$ cat src/rtl/mux_pkg.sv
// Shared types and select-width helper for the NUM_IN:1 selector family.
package mux_pkg;

  typedef enum logic [1:0] {
    EMPTY = 2'd0,
    ONE   = 2'd1,
    FULL  = 2'd2
  } skid_state_t;

  localparam int MUX_DEF_WIDTH  = 64;
  localparam int MUX_DEF_NUM_IN = 4;

  // A 2-input selector still needs one select bit.
  function automatic int sel_w(input int n);
    return (n <= 2) ? 1 : $clog2(n);
  endfunction

endpackage

$ cat src/rtl/mux_n1.sv
// Combinational NUM_IN:1 selector, zero word on an out-of-range select.
// Latency: 0 cycles.
// Backpressure: none (pure combinational).
module mux_n1
  import mux_pkg::*;
#(
  parameter int WIDTH  = MUX_DEF_WIDTH,
  parameter int NUM_IN = MUX_DEF_NUM_IN,
  parameter int SEL_W  = sel_w(NUM_IN)
) (
  input  logic [NUM_IN*WIDTH-1:0] din,
  input  logic [SEL_W-1:0]        sel,
  output logic [WIDTH-1:0]        dout
);

  always_comb begin
    dout = '0;
    for (int k = 0; k < NUM_IN; k++) begin
      if (sel == SEL_W'(k)) dout = din[k*WIDTH +: WIDTH];
    end
  end

endmodule

$ cat src/rtl/mux_nsel_skid.sv
// NUM_IN:1 selector feeding a registered 2-entry skid buffer; MUX_SEL_CHECK_EN adds a sticky bad-select flag.
// Latency: word accepted in cycle N is on out_data in cycle N+1; one word/cycle sustained.
// Backpressure: in_ready comes from registered occupancy only and drops while the skid entry is full.
module mux_nsel_skid
  import mux_pkg::*;
#(
  parameter int WIDTH  = MUX_DEF_WIDTH,
  parameter int NUM_IN = MUX_DEF_NUM_IN,
  parameter int SEL_W  = sel_w(NUM_IN)
) (
  input  logic                    clk,
  input  logic                    reset,
  input  logic                    flush,
  input  logic [NUM_IN*WIDTH-1:0] in_data,
  input  logic [SEL_W-1:0]        in_sel,
  input  logic                    in_valid,
  output logic                    in_ready,
  output logic [WIDTH-1:0]        out_data,
  output logic                    out_valid,
  input  logic                    out_ready,
  output logic                    sel_err
);

  skid_state_t      state_q, state_d;
  logic [WIDTH-1:0] main_q, skid_q, sel_word;
  logic             accept, pop, skid_vld;
  logic             load_main, load_skid, main_from_skid;

  mux_n1 #(.WIDTH(WIDTH), .NUM_IN(NUM_IN), .SEL_W(SEL_W)) u_mux (
    .din  (in_data),
    .sel  (in_sel),
    .dout (sel_word)
  );

  assign skid_vld  = (state_q == FULL);
  assign in_ready  = ~skid_vld & ~reset;
  assign out_valid = (state_q != EMPTY);
  assign out_data  = main_q;
  assign accept    = in_valid & in_ready;
  assign pop       = out_valid & out_ready;

  always_comb begin
    state_d        = state_q;
    load_main      = 1'b0;
    load_skid      = 1'b0;
    main_from_skid = 1'b0;
    case (state_q)
      EMPTY: begin
        if (accept) begin
          state_d   = ONE;
          load_main = 1'b1;
        end
      end
      ONE: begin
        if (accept && pop) begin
          load_main = 1'b1;
        end else if (accept) begin
          state_d   = FULL;
          load_skid = 1'b1;
        end else if (pop) begin
          state_d = EMPTY;
        end
      end
      FULL: begin
        if (pop) begin
          state_d        = ONE;
          main_from_skid = 1'b1;
        end
      end
      default: state_d = EMPTY;
    endcase
    // Flush discards everything, including a word accepted this same cycle.
    if (flush) begin
      state_d        = EMPTY;
      load_main      = 1'b0;
      load_skid      = 1'b0;
      main_from_skid = 1'b0;
    end
  end

  always_ff @(posedge clk or posedge reset) begin
    if (reset) state_q <= EMPTY;
    else       state_q <= state_d;
  end

  always_ff @(posedge clk or posedge reset) begin
    if (reset) begin
      main_q <= '0;
      skid_q <= '0;
    end else begin
      if (load_main)           main_q <= sel_word;
      else if (main_from_skid) main_q <= skid_q;
      if (load_skid)           skid_q <= sel_word;
    end
  end

`ifdef MUX_SEL_CHECK_EN
  logic in_range;
  logic sel_err_q;

  assign in_range = ({1'b0, in_sel} < (SEL_W+1)'(NUM_IN));

  always_ff @(posedge clk or posedge reset) begin
    if (reset)                     sel_err_q <= 1'b0;
    else if (accept && !in_range)  sel_err_q <= 1'b1;
  end

  assign sel_err = sel_err_q;

  always @(posedge clk) begin
    if (!reset) begin
      assert (!(accept && !in_range))
        else $error("mux_nsel_skid: out-of-range select %0d accepted", in_sel);
    end
  end
`else
  assign sel_err = 1'b0;
`endif

endmodule

$ cat config.mk
export PLATFORM = sky130hd
export DESIGN_NAME = mux_nsel_skid
export DESIGN_NICKNAME = d
export VERILOG_FILES = /design/src/rtl/mux_pkg.sv /design/src/rtl/mux_n1.sv /design/src/rtl/mux_nsel_skid.sv
export SDC_FILE = /design/constraint.sdc
export NUM_CORES = 1
export LEC_CHECK = 0
export CORE_AREA = 2 2 133 135
export CTS_CLUSTER_DIAMETER = 150
export CTS_CLUSTER_SIZE = 10
export DETAILED_ROUTE_END_ITERATION = 10
export DIE_AREA = 0 0 135 137
export PLACE_DENSITY = 0.81
export SETUP_SLACK_MARGIN = 0.2
export SLEW_MARGIN = 20
export SYNTH_ARGS = -nofsm -noshare
export SYNTH_HDL_FRONTEND = slang
export SYNTH_SLANG_ARGS = --single-unit
$ cat constraint.sdc
create_clock -name clk -period 4.8 [get_ports clk]
set_input_delay 0.96 -clock clk [delete_from_list [all_inputs] [get_ports clk]]
set_output_delay 0.96 -clock clk [all_outputs]
set_load 0.03 [all_outputs]
==> results.py <==
metrics = {
    "layout": {
        "final_area_um2": 11000,
        "finalNetCount": 1084,
        "fillCellCount": 1297,
        "antenna_cells": 0,
        "synthToLayoutAreaGrowth_pct": 54.6,
        "drive_gt1_share_pct": 20.2,
    },
    "die": {
        "die_h_um": 137,
        "rows": 48,
        "dieArea_um2": 18500,
        "coreArea_um2": 17100,
        "start_util_pct": 41.6,
        "die_w_um": 135,
        "boundaryPins": 330,
    },
    "clocking": {
        "clkTransAtPathRegs_ns": 0.05,
        "clockBufferDepth": 2,
        "cts_sinks": 130,
        "ctsHtreeMaxLevel": 4,
        "clk_latency_ns": 0.41,
        "cts_root_buffer": "clkbuf_16",
        "tritoncts": "yes",
        "postCtsHoldBufs": 0,
        "cts_resized": 0,
        "cts_made_buffers": 17,
        "postCtsSetupBuffers": 0,
    },
    "logic_synthesis": {
        "synth_ff_type": "dfrtp_1",
        "ys_warn_count": 0,
        "synth_seq_cells": 130,
        "yosys.area.top_type": "dfrtp_1",
        "synthTopCellsByArea": "dfrtp_1 (46%), mux4_2 (20%), mux2_2 (10%), mux2i_1 (9.2%), o21ai_1 (4.2%)",
        "synthArstFlopShare_pct": 100,
        "yosysUniqueCellTypes": 28,
        "seq_area_frac_synth_pct": 45.9,
        "syn_nets": 773,
        "postSynthAreaPerCell_um2": 13.9,
        "synth_edf_count": 0,
        "synthCells": 510,
        "synth_area_um2": 7090,
        "synth_top_area_share_pct": 45.9,
    },
    "sta": {
        "slew_violations": 0,
        "max_slew.worst_pin.slew_ns": 0.916,
        "fin_crit_sh_pct": 68.9,
        "fin_worst_hold_slack_ns": 0.504,
        "hold_viol": 0,
        "setup_viol": 0,
        "setup_slack_ns": 1.49,
        "finClkSkew_ns": 0.0161,
        "fmax_mhz": 303,
        "tns_ns": 0,
        "post-route-min-period_ns": 3.31,
        "grt_setup_unrepaired": "no",
        "relSlewSlack_pct": 38.9,
    },
    "setup_path": {
        "cp_top_family": "buffers and inverters",
        "r2r_cells": 5,
        "crit_path_start_kind": "primary input",
        "cp_common_cell": "clkdlybuf4s50_1",
        "cp_max_fo": 4,
        "crit_slowest_cell": "clkdlybuf4s50_1",
        "r2r_setup_slack_ns": 2.63,
        "crit_required_ns": 3.84,
        "critPathArrivalTime_ns": 2.35,
        "slowest_delay_ns": 0.68,
        "path_depth": 3,
        "r2r_end": "out_data[40]",
        "path_class": "in2out",
        "crit_path_end_kind": "output pin",
        "crit_chain": "clkdlybuf4s50_1, nor2_1, clkdlybuf4s50_1",
        "critical_path_buf_inv_count": 2,
        "reg2reg_from": "state_q[1]",
    },
    "job": {
        "cap_viol_max_count": 0,
    },
    "power_and_ir_drop": {
        "p_per_area_nw_per_um2": 352,
        "power.static_leakage_nw": 4.32,
        "ir_drop_mv": 0.241,
    },
    "placed_design": {
        "post-place-ws_ns": 1.52,
        "place.gp.congestion": 0.819,
        "dp_hpwl_um": 14300,
        "io_buffers": 328,
        "placed_cell_area_um2": 10400,
    },
    "status": {
        "status": "finished, final reports clean",
    },
    "min_path": {
        "hp-start": "skid_q[49]",
        "hold_path.class": "reg2reg",
        "whs_endpoint": "skid_q[49]",
        "min_path_cells": 1,
    },
    "grt": {
        "grt_max_degree": 129,
        "grt_pass1_vias": 5931,
        "grt_usage_pct": 20.6,
        "antenna_found_initial": 0,
        "gr-total-overflow": 0,
        "grt_pass1_wl_um": 29400,
    },
    "route": {
        "vias_per_cell": 5.20,
        "routed_wl_um": 19000,
        "first_pass_iters": 5,
        "drc": 0,
        "wl_per_cell_um": 18.0,
        "drt_iter0_drc": 137,
        "ant_nets": 0,
        "vias": 5486,
    },
}
routing by layer:
layer  up-vias  track usage (%)  part of all wire, %
met2       222             39.1                   56
li1       2527                -                    -
met5         -                0                    0
met1      2713             21.9                   36
met3        24             5.41                  6.4
met4         0             7.87                  2.1
synth_stat cells (all sizes together) (2+ instances only):
| cell | instances |
|---|---|
| dfrtp | 130 |
| mux2i | 65 |
| nand2 | 65 |
| mux2 | 64 |
| mux4 | 64 |
| o21ai | 64 |
| buf | 32 |
| clkbuf | 10 |
| a21oi | 2 |
| nor2 | 2 |
| nor3 | 2 |
sequential cells by signal, indices dropped and copies added (netlist names):
name      cells
out_data     64
skid_q       64
state_q       2
worst max-delay path by stage:
| stage | startpoint | end |
|---|---|---|
| floorplan | reset | out_data[0] |
| global placement | reset | in_ready |
| detailed placement | reset | in_ready |
| CTS | reset | in_ready |
| global route | reset | in_ready |
| finish | reset | in_ready |
stage by stage:
step	power [mW]	util, %	std cells
after detailed placement	2.63	60.9	1027
after CTS	3.91	64.3	1055
final	3.86	64.3	1055
after global placement	2.58	60.9	1027
after floorplan	2.06	-	510
after global routing	4.04	64.3	1055
power breakdown:
group / leakage (nW) / internal [mW] / switching (mW) / total, mW
registers: 1.66 / 1.33 / 0.126 / 1.45
clock network: 0.284 / 0.827 / 0.430 / 1.26
logic: 2.38 / 0.623 / 0.530 / 1.15
total: 4.32 / 2.78 / 1.09 / 3.86
layout by cell type, fill, tap and decap left out, drive strengths merged:
| master | count |
|---|---|
| clkbuf | 21 |
| mux2 | 64 |
| mux2i | 65 |
| nand2b | 1 |
| a21oi | 2 |
| o21ai | 64 |
| nor2 | 2 |
| nor3b | 1 |
| o22a | 1 |
| dfrtp | 130 |
| bufinv | 3 |
| conb | 1 |
| nor4 | 1 |
| nor2b | 1 |
| and3b | 1 |
| buf | 8 |
| inv | 1 |
| or2 | 1 |
| clkinv | 4 |
| nor3 | 2 |
| mux4 | 64 |
| clkdlybuf4s50 | 326 |
| nand2 | 65 |
| and2b | 1 |
final cells by class:
cell class	instances	area, µm²	share of cell area (%)
multi-input combinational	337	3500	31.9
timing repair buffer	334	3350	30.5
sequential	130	3250	29.7
clock buffer	21	460	4.20
tap	225	282	2.57
clock inverter	7	110	1.00
inverter	1	11.3	0.103
logic make-up (layout without fill, tap and decap cells):
family	Yosys count	in the layout	share of synthesized area (%)
AOI/OAI and AO/OA	67	67	4.78
buffers and inverters	43	363	5.03
DFF	130	130	45.9
muxes	193	193	39.7
other	1	1	0.0529
and+or+nand+nor	76	76	4.61
Power figures use the tool's default switching activity.
